File: src/rtl/pinmux_switch_sequencer.sv
// Glitch-free source-select sequencer for pinmux inout pins.
// One change at a time: OE off, switch select, settle, OE back on.
module pinmux_switch_sequencer #(
  parameter int unsigned PinNum      = 68,
  parameter int unsigned SelW        = 3,
  parameter int unsigned SelNum      = 5,
  parameter int unsigned GuardCycles = 4,
  localparam int unsigned PinW       = $clog2(PinNum)
) (
  input  logic                   clk_i,
  input  logic                   rst_ni,
  input  logic                   req_valid_i,
  output logic                   req_ready_o,
  input  logic [PinW-1:0]        req_pin_i,
  input  logic [SelW-1:0]        req_sel_i,
  input  logic                   lock_i,
  output logic [PinNum*SelW-1:0] sel_o,
  output logic [PinNum-1:0]      oe_mask_o,
  output logic                   busy_o,
  output logic                   done_o,
  output logic                   err_o
);

  localparam int unsigned CntW = $clog2(GuardCycles + 1);
  localparam logic [CntW-1:0] CntInit = CntW'(GuardCycles - 1);

  typedef enum logic [1:0] {
    IDLE,
    DRAIN,
    SETTLE
  } state_e;

  state_e            state_q, state_d;
  logic [CntW-1:0]   cnt_q, cnt_d;
  logic [PinW-1:0]   pin_q, pin_d;
  logic [SelW-1:0]   nsel_q, nsel_d;
  logic [SelW-1:0]   sel_q [PinNum];
  logic [SelW-1:0]   sel_d [PinNum];
  logic [PinNum-1:0] oe_q, oe_d;
  logic              done_q, done_d;
  logic              err_q, err_d;

  logic            accept;
  logic            pin_ok;
  logic            sel_ok;
  logic [SelW-1:0] cur_sel;

  assign req_ready_o = (state_q == IDLE);
  assign busy_o      = (state_q != IDLE);
  assign accept      = req_valid_i & req_ready_o;
  assign pin_ok      = {1'b0, req_pin_i} < (PinW+1)'(PinNum);
  assign sel_ok      = {1'b0, req_sel_i} < (SelW+1)'(SelNum);
  assign cur_sel     = sel_q[req_pin_i];

  assign oe_mask_o = oe_q;
  assign done_o    = done_q;
  assign err_o     = err_q;

  for (genvar p = 0; p < PinNum; p++) begin : g_sel
    assign sel_o[p*SelW +: SelW] = sel_q[p];
  end

  always_comb begin
    state_d = state_q;
    cnt_d   = cnt_q;
    pin_d   = pin_q;
    nsel_d  = nsel_q;
    sel_d   = sel_q;
    oe_d    = oe_q;
    done_d  = 1'b0;
    err_d   = 1'b0;
    unique case (state_q)
      IDLE: begin
        if (accept) begin
          if (lock_i || !pin_ok || !sel_ok) begin
            err_d = 1'b1;
          end else if (cur_sel == req_sel_i) begin
            done_d = 1'b1;
          end else begin
            pin_d          = req_pin_i;
            nsel_d         = req_sel_i;
            oe_d[req_pin_i] = 1'b0;
            cnt_d          = CntInit;
            state_d        = DRAIN;
          end
        end
      end
      DRAIN: begin
        if (cnt_q != '0) begin
          cnt_d = cnt_q - 1'b1;
        end else begin
          sel_d[pin_q] = nsel_q;
          cnt_d        = CntInit;
          state_d      = SETTLE;
        end
      end
      SETTLE: begin
        if (cnt_q != '0) begin
          cnt_d = cnt_q - 1'b1;
        end else begin
          oe_d[pin_q] = 1'b1;
          done_d      = 1'b1;
          state_d     = IDLE;
        end
      end
      default: state_d = IDLE;
    endcase
  end

  always_ff @(posedge clk_i or negedge rst_ni) begin
    if (!rst_ni) begin
      state_q <= IDLE;
      cnt_q   <= '0;
      pin_q   <= '0;
      nsel_q  <= '0;
      oe_q    <= '1;
      done_q  <= 1'b0;
      err_q   <= 1'b0;
      for (int p = 0; p < PinNum; p++) begin
        sel_q[p] <= '0;
      end
    end else begin
      state_q <= state_d;
      cnt_q   <= cnt_d;
      pin_q   <= pin_d;
      nsel_q  <= nsel_d;
      oe_q    <= oe_d;
      done_q  <= done_d;
      err_q   <= err_d;
      sel_q   <= sel_d;
    end
  end

endmodule
File: config.mk
export PLATFORM = sky130hd
export DESIGN_NAME = pinmux_switch_sequencer
export DESIGN_NICKNAME = d
export VERILOG_FILES = /design/src/rtl/pinmux_switch_sequencer.sv
export SDC_FILE = /design/constraint.sdc
export NUM_CORES = 1
export LEC_CHECK = 0
export ABC_AREA = 1
export CAP_MARGIN = 10
export CORE_ASPECT_RATIO = 0.7
export CORE_MARGIN = 5
export CORE_UTILIZATION = 45
export DETAILED_ROUTE_END_ITERATION = 8
export PLACE_DENSITY = 0.79
export SYNTH_ARGS = -nofsm -noshare
export SYNTH_HDL_FRONTEND = slang
export SYNTH_SLANG_ARGS = --single-unit
export TNS_END_PERCENT = 10
File: constraint.sdc
create_clock -name clk_i -period 2.9 [get_ports clk_i]
set_clock_uncertainty 0.05 [all_clocks]
set_input_delay 0.725 -clock clk_i [delete_from_list [all_inputs] [get_ports clk_i]]
set_output_delay 0.725 -clock clk_i [all_outputs]
set_load 0.01 [all_outputs]
Yosys cells after proc, flatten, opt, wreduce, memory -nomap -nowiden
Cells that the tools add are included.
- output and inout bits: 276
- input bits: 14
- register bits after elaboration: 289
- muxes and demuxes: 35
- $lt $le $gt $ge: 9
- add/sub/neg operators: 1
- equality and inequality tests: 9
- reductions and logical operators: 17
- bitwise logic cells: 9
- operators with widths (cell ; count):
    two-way mux 68 bit ; 4
    bitwise mux 204 bit ; 1
    one-hot mux 68 bit (2 select lines) ; 1
    AND 68 bit ; 1
    inverter 68 bit ; 1
    OR 68 bit ; 1
    two-way mux 3 bit ; 8
    binary-select mux 3 bit (select 7 bit) ; 1
    demux 3 bit (select 7 bit) ; 1
    >= comparator 8 bit, second input constant ; 2
    < comparator 7 x 8 -> 1 bit, second input constant ; 2
    inverter 7 -> 8 bit ; 2
    AND reduction 5 bit ; 3
    demux 1 bit (select 7 bit) ; 2
    >= comparator 7 x 1 -> 1 bit, second input constant ; 2
    two-way mux 2 bit ; 5
    inequality test 2 bit, second input constant ; 5
    two-way mux 1 bit ; 9
    one-hot mux 3 bit (3 select lines) ; 1
    < comparator 8 x 1 -> 1 bit, second input constant ; 1
    < comparator 7 bit, second input constant ; 1
    one-hot mux 2 bit (3 select lines) ; 1
    nonzero test 3 bit ; 2
    AND reduction 4 bit ; 1
    other kinds (15) ; 22

Depth between registers and ports, before layout
Gate-level depths: netlist (run 1).
- depth after elaboration: 10
- gate-level depth with buffers: 24

Worst setup path after synthesis (run 1)
OpenSTA, ideal clock, no wires.
- path kind: input to register
- from: input port req_pin_i[0]
- to: register state_q[0]
- buffers on the path: 4
- stages: 21
- path slack: 0.230 ns
- arrival: 2.502 ns
- path through: buf_6 > buf_6 > or2_0 > nand3_1 > nand2_1 > nor2_1 > nor2_1 > nor2_1 > nand2_1 > a21oi_1 > nand2_1 > nand2_1 > nand2_1 > nor2_2 > nand2_1 > nand2_1 > nand2_2 > buf_4 > buf_4 > nand4_1 > nand2_1
- longest elaborated chain between the ends: 7
- RTL lines (element ; line ; RTL):
    start, declared ; 14 ; input logic [PinW-1:0] req_pin_i,
    inverter 7 -> 8 bit (not written as such) ; 53 ; assign cur_sel = sel_q[req_pin_i];
    binary-select mux 3 bit (select 7 bit) ; 53 ;
    two-way mux 3 bit (not written as such) (2 in series) ; 53 ;
    equality test 3 bit ; 77 ; end else if (cur_sel == req_sel_i) begin
    inequality test 2 bit (no source line) ; - ;
    AND reduction 5 bit (no source line) * ; - ;
    end signal, assigned ; 123 ; state_q <= state_d;
    end, declared ; 33 ; state_e state_q, state_d;
Mark *: on every way between the ends. The rest lies on a longest branch, timed or not. The select of a mux whose other input is x is not followed.
A chain may end at the register's enable or synchronous reset.

Worst setup path in the final report (run 1)
- from: register state_q[0]
- to: output port busy_o
- longest elaborated chain between the ends: 1
- RTL lines (element ; line ; RTL):
    nonzero test 2 bit ; 49 ; assign busy_o = (state_q != IDLE);
    end, declared ; 19 ; output logic busy_o,
Every way passes these cells.

==> results of run 1 <==
cell type report:
| cell class | instances | area, um2 | share of cell area, % |
|---|---|---|---|
| antenna | 2 | 5.00 | 0.0249 |
| clock buffer | 48 | 931 | 4.62 |
| clock inverter | 8 | 63.8 | 0.317 |
| inverter | 114 | 433 | 2.15 |
| multi-input combinational | 1575 | 6850 | 34.0 |
| sequential | 289 | 7320 | 36.3 |
| tap | 435 | 544 | 2.70 |
| timing repair buffer | 399 | 3990 | 19.8 |
worst max-delay path: stages, from the launching register on:
cell and delay [ns]:
dfrtp_1 0.42, inv_1 0.11, ha_1 0.24, inv_1 0.09, clkdlybuf4s50_1 0.54
power groups by stage:
| stage | logic, mW | registers [mW] | clock network [mW] |
|---|---|---|---|
| 2_1_floorplan | 2.63 | 5.80 | 0 |
| 3_3_place_gp | 5.39 | 5.75 | 0 |
| 3_5_place_dp | 5.53 | 5.77 | 0 |
| 4_1_cts | 5.73 | 5.72 | 3.95 |
| 5_1_grt | 6.36 | 5.83 | 4.13 |
| 6_report | 5.89 | 5.75 | 3.93 |
state kept, by name, summed over array words and instances (netlist names):
signal     count
pin_q          7
sel_o        204
state_q        2
nsel_q         3
err_o          1
cnt_q          3
oe_mask_o     68
done_o         1
per-layer routing:
metal	track usage [%]	vias up
li1	-	7367
met1	40.5	7679
met3	7.46	125
met5	0	-
met2	48.8	990
met4	9.65	0
path summary, 6_finish.rpt:
kind / from / to / slack, ns / cells after the start
min in group clk_i: oe_mask_o[3] / oe_mask_o[3] / 0.43 / 2
worst min-delay path: rst_ni / sel_o[132] / 0.08 / 1
worst max register to register: sel_o[6] / oe_mask_o[42] / 0.44 / 19
max in group asynchronous: rst_ni / sel_o[54] / 1.87 / 2
worst min register to register: oe_mask_o[3] / oe_mask_o[3] / 0.43 / 2
worst max-delay path: state_q[0] / busy_o / 0.17 / 4
synth_stat cells (all sizes together):
| master | count |
|---|---|
| inv | 110 |
| clkbuf | 51 |
| a41oi | 1 |
| nand2 | 865 |
| nor2 | 120 |
| or2 | 6 |
| nor3 | 9 |
| nand4 | 12 |
| xnor2 | 1 |
| o21ai | 405 |
| dfstp | 68 |
| buf | 51 |
| nand3 | 126 |
| ha | 6 |
| dfrtp | 221 |
| a211oi | 1 |
| a41o | 1 |
| a31oi | 1 |
| o31ai | 1 |
| clkinv | 4 |
| nor4 | 1 |
| a21oi | 18 |
| nand3b | 1 |
cell families (layout without fill, tap and decap cells):
logic type	count (synthesis)	in the layout	share of synthesized area (%)
simple gates	1140	1140	30.0
compound gates	428	428	14.4
flops	289	289	48.7
buf+inv	216	569	6.32
fa+ha+maj	6	6	0.500
xor+xnor	1	1	0.0583
other cells	0	2	0
what timing repair did:
item                                    CTS  global route
cloned                                    2             1
buffers inserted                          1             1
pin swaps                                 2             5
gates resized for setup                   7            22
endpoints found under the setup margin   81            83
==> results.md, run 1 <==
* Synthesis Warnings at 0
* Placed Instances at 2807
* Leakage at 9.00 nW
* Synthesized area per cell at 7.22 um2
* IO Count at 290
* Starting Density at 45.2%
* Hold buffer count at CTS at 0
* Die H at 163 um
* Worst Setup End Kind: output port
* Initial DRC count at 2186
* Max clock buf depth at 3
* Overflow after GRT at 0
* Largest net degree at the start of global routing at 113
* Status: complete, no violations
* Final Setup Violations at 0
* Commonest non-fill, non-tap cell in the layout: nand2_1
* Startpoint Class: flip-flop
* Worst-path fanout max at 4
* Clock latency on the worst-skew pair at 0.58 ns
* Final nets at 2429
* Largest area contributor in the netlist: dfrtp_1
* First-pass detailed-route iteration total at 8
* Post-Layout Cell Count at 2870
* Mapped Area at 15000 um2
* Max-slew headroom at 38.8%
* Placement Setup Slack at -0.687 ns
* Final setup margin at 0.168 ns
* Int Pwr at 9.56 mW
* # port buffers at 289
* H-Tree Depth at 1
* Via count at 16200
* DR DRC count at 0
* Hold Vio Cnt, Final at 0
* Synth area leaders: dfrtp_1 (37%), nand2_1 (22%), o21ai_0 (13%)
* Clock Pin Slew Worst Setup and Hold Paths at 0.07 ns
* Final Critical Period at 2.73 ns
* Critical path type: flip-flop to output port
* Tot Pwr at 15.6 mW
* WL met3 at 6290 um
* Sw power at 6.00 mW
* Clock power share at 25.2%
* Number of global-route vias before repair at 15400
* Post-DRT Antenna Nets at 0
* Top cell type's share of synthesized area at 36.8%
* Placed cell area at 19000 um2
* Syn Nets at 2100
* Core ar. at 33200 um2
* Drt total wl at 58300 um
* Final Core Density at 60.6%
* Max Slew Vio Count at 0
* Max-cap violation count at 0
* Switching part of the total at 38.6%
* CTS Sinks at 289
* Post-synthesis register bit count at 289
* Flop pwr share at 36.9%
* Tcrit/Tclk final at 94.2%
* Req. time, crit path at 2.12 ns
* Most frequent cells in the layout: nand2_1 (860), o21ai_0 (398), clkdlybuf4s50_1 (285), dfrtp_1 (221), nand3_1 (123)
* First-pass GRT wire length at 89200 um
* Met2 WL at 26600 um
* Vias/cell at 5.63
* Clk root buf: clkbuf_16
* Hpwl dp at 42100 um
* WL met1 at 23300 um
* Total negative setup slack at 0 ns
* Pwr dens at 773 nW/um2
* CTS buffer count at 30
* Number of fillers in the final layout at 2967
* Worst hold slack at 0.0810 ns
* GRT Overall Usage at 30.2%
* Cell Rows at 56
* Die area at 37200 um2
* Comb power frac at 37.8%
* Worst-Margin Slew at 0.918 ns
* Max frequency at 366 MHz
* Post-synthesis cell count at 2080
* Top Layer Used: met4
* Hold WC Path Type: input pin to async pin
* Arrival time at the worst endpoint at 1.96 ns
* Layout cell share with drive strength beyond 1 at 10.3%
* Die W at 228 um
* RSZ-0062 raised after global routing: no
* Register area share after synthesis at 48.7%
* Routability congestion estimate at 1.03
* Max VDD drop at 0.000524 V
* Area Overhead vs Synth at 34.1%
* Synth cell types at 32
* Routed wire per std cell at 20.3 um
* Final Cell Area at 20100 um2
* Initial antenna violation count at 2
* CTS tree: built
No activity file was read; power rests on OpenSTA's default activity.
==> inputs of run 2 (changes only) <==
--- a/config.mk
+++ b/config.mk
@@ -9,9 +9,9 @@
 export CAP_MARGIN = 10
 export CORE_ASPECT_RATIO = 0.7
 export CORE_MARGIN = 5
-export CORE_UTILIZATION = 45
+export CORE_UTILIZATION = 53
 export DETAILED_ROUTE_END_ITERATION = 8
-export PLACE_DENSITY = 0.79
+export PLACE_DENSITY = 0.89
 export SYNTH_ARGS = -nofsm -noshare
 export SYNTH_HDL_FRONTEND = slang
 export SYNTH_SLANG_ARGS = --single-unit
==> results.md, run 2 (synthesis gave the netlist of run 1 again) <==
* Status: complete, no violations (unchanged)
* Starting Density at 53.9% (was 45.2%)
* # port buffers at 289 (unchanged)
* Met2 WL at 25400 um (was 26600 um)
* Max-cap violation count at 0 (unchanged)
* WL met1 at 21000 um (was 23300 um)
* Top Layer Used: met5 (was met4)
* Leakage at 8.87 nW (was 9.00 nW)
* Die H at 151 um (was 163 um)
* Max clock buf depth at 3 (unchanged)
* Drt total wl at 57300 um (was 58300 um)
* Max reg flops at 204 (unchanged)
* Number of fillers in the final layout at 2137 (was 2967)
* Final setup margin at 0.0969 ns (was 0.168 ns)
* Post-DRT Antenna Nets at 0 (unchanged)
* Via count at 16600 (was 16200)
* Most frequent cells in the layout: nand2_1 (862), o21ai_0 (398), clkdlybuf4s50_1 (285), dfrtp_1 (221), nand3_1 (126) (was nand2_1 (860), o21ai_0 (398), clkdlybuf4s50_1 (285), dfrtp_1 (221), nand3_1 (123))
* Hpwl dp at 40700 um (was 42100 um)
* Final nets at 2407 (was 2429)
* Hold buffer count at CTS at 0 (unchanged)
* DR DRC count at 0 (unchanged)
* Placement Setup Slack at -0.709 ns (was -0.687 ns)
* Commonest non-fill, non-tap cell in the layout: nand2_1 (unchanged)
* Routability congestion estimate at 1.01 (was 1.03)
* Startpoint Class: flip-flop (unchanged)
* Final Cell Area at 19700 um2 (was 20100 um2)
* RSZ-0062 raised after global routing: yes (was no)
* Max-slew headroom at 40.7% (was 38.8%)
* Pwr dens at 772 nW/um2 (was 773 nW/um2)
* Clock Pin Slew Worst Setup and Hold Paths at 0.06 ns (was 0.07 ns)
* Worst hold slack at 0.0649 ns (was 0.0810 ns)
* Worst Setup End Kind: output port (unchanged)
* Worst-path fanout max at 9 (was 4)
* Routed wire per std cell at 20.6 um (was 20.3 um)
* First-pass detailed-route iteration total at 7 (was 8)
* Multi-input gate area in the final layout at 6810 um2 (was 6850 um2)
* H-Tree Depth at 1 (unchanged)
* Max frequency at 357 MHz (was 366 MHz)
* Clock latency on the worst-skew pair at 0.56 ns (was 0.58 ns)
* CTS tree: built (unchanged)
* Clk root buf: clkbuf_16 (unchanged)
* Overflow after GRT at 0 (unchanged)
* Req. time, crit path at 2.12 ns (about the same)
* CTS Sinks at 289 (unchanged)
* Hold WC Path Type: input pin to async pin (unchanged)
* Max VDD drop at 0.000505 V (was 0.000524 V)
* Number of global-route vias before repair at 15800 (was 15400)
* Die W at 211 um (was 228 um)
* CTS buffer count at 29 (was 30)
* Max Slew Vio Count at 0 (unchanged)
* Layout cell share with drive strength beyond 1 at 9.26% (was 10.3%)
* Area Overhead vs Synth at 31.4% (was 34.1%)
* Tcrit/Tclk final at 96.7% (was 94.2%)
* WL met3 at 7830 um (was 6290 um)
* Register Area at 7320 um2 (unchanged)
* Critical path type: flip-flop to output port (unchanged)
* Die area at 31900 um2 (was 37200 um2)
* Placed cell area at 18700 um2 (was 19000 um2)
* Vias/cell at 5.96 (was 5.63)
* Cell Rows at 51 (was 56)
* Final Critical Period at 2.80 ns (was 2.73 ns)
* Initial antenna violation count at 4 (was 2)
* IO Count at 290 (unchanged)
* Initial DRC count at 2463 (was 2186)
* Core ar. at 27900 um2 (was 33200 um2)
* Hold Vio Cnt, Final at 0 (unchanged)
* GRT Overall Usage at 35.2% (was 30.2%)
* Final Setup Violations at 0 (unchanged)
* First-pass GRT wire length at 88500 um (was 89200 um)
* Largest net degree at the start of global routing at 113 (unchanged)
* Tot Pwr at 15.2 mW (was 15.6 mW)
* Worst-Margin Slew at 0.890 ns (was 0.918 ns)
* Arrival time at the worst endpoint at 2.03 ns (was 1.96 ns)
run 2: power by group:
group	total, mW	switching (mW)	leakage [nW]	internal, mW
Sequential	5.75	0.798	3.76	4.95
Combinational	5.76	3.52	4.65	2.24
Clock	3.73	1.63	0.455	2.10
Total	15.2	5.95	8.87	9.29
run 2: timing repair:
| action | 4_1_cts | 5_1_grt |
|---|---|---|
| cloned | 1 | 0 |
| setup buffers | 0 | 1 |
| setup endpoints to repair | 83 | 70 |
| resized for setup | 8 | 10 |
run 2: path summary, 6_finish.rpt:
kind	startpoint	to	slack, ns	cells past startpoint
worst max-delay path	state_q[0]	busy_o	0.1	5
worst min-delay path	rst_ni	sel_o[163]	0.06	1
worst max register to register	sel_o[13]	oe_mask_o[42]	0.31	20
worst min register to register	oe_mask_o[59]	oe_mask_o[59]	0.43	2
max in group asynchronous	rst_ni	sel_o[56]	1.93	2
min in group clk_i	oe_mask_o[59]	oe_mask_o[59]	0.43	2
run 2: area by class of cell:
type	instances	share of cell area (%)
diodes	4	0.0507
clock buffers	42	4.08
clock inverters	11	0.539
inverters	114	2.19
multi-input cells	1575	34.5
flip-flops and latches	289	37.1
well taps	371	2.35
repair buffers	378	19.3
run 2: metal layers:
metal,up-vias,track usage (%)
met1,7766,47.1
met2,1251,54.4
met4,2,14.7
met3,230,9.86
met5,-,0
li1,7344,-
run 2: per-stage QoR:
stage               TNS [ns]  instances  util (%)
floorplan                  0       2080         -
global placement      -55.40       2725      67.2
CTS                        0       2779      70.7
finish                     0       2784      70.8
global route          -0.532       2783      70.8
detailed placement    -55.00       2725      67.2
run 2: critical path, cell delays in order (launching register included):
cell and delay [ns]:
dfrtp_1 0.41, inv_1 0.09, ha_1 0.19, buf_4 0.17
inv_1 0.08, clkdlybuf4s50_1 0.54
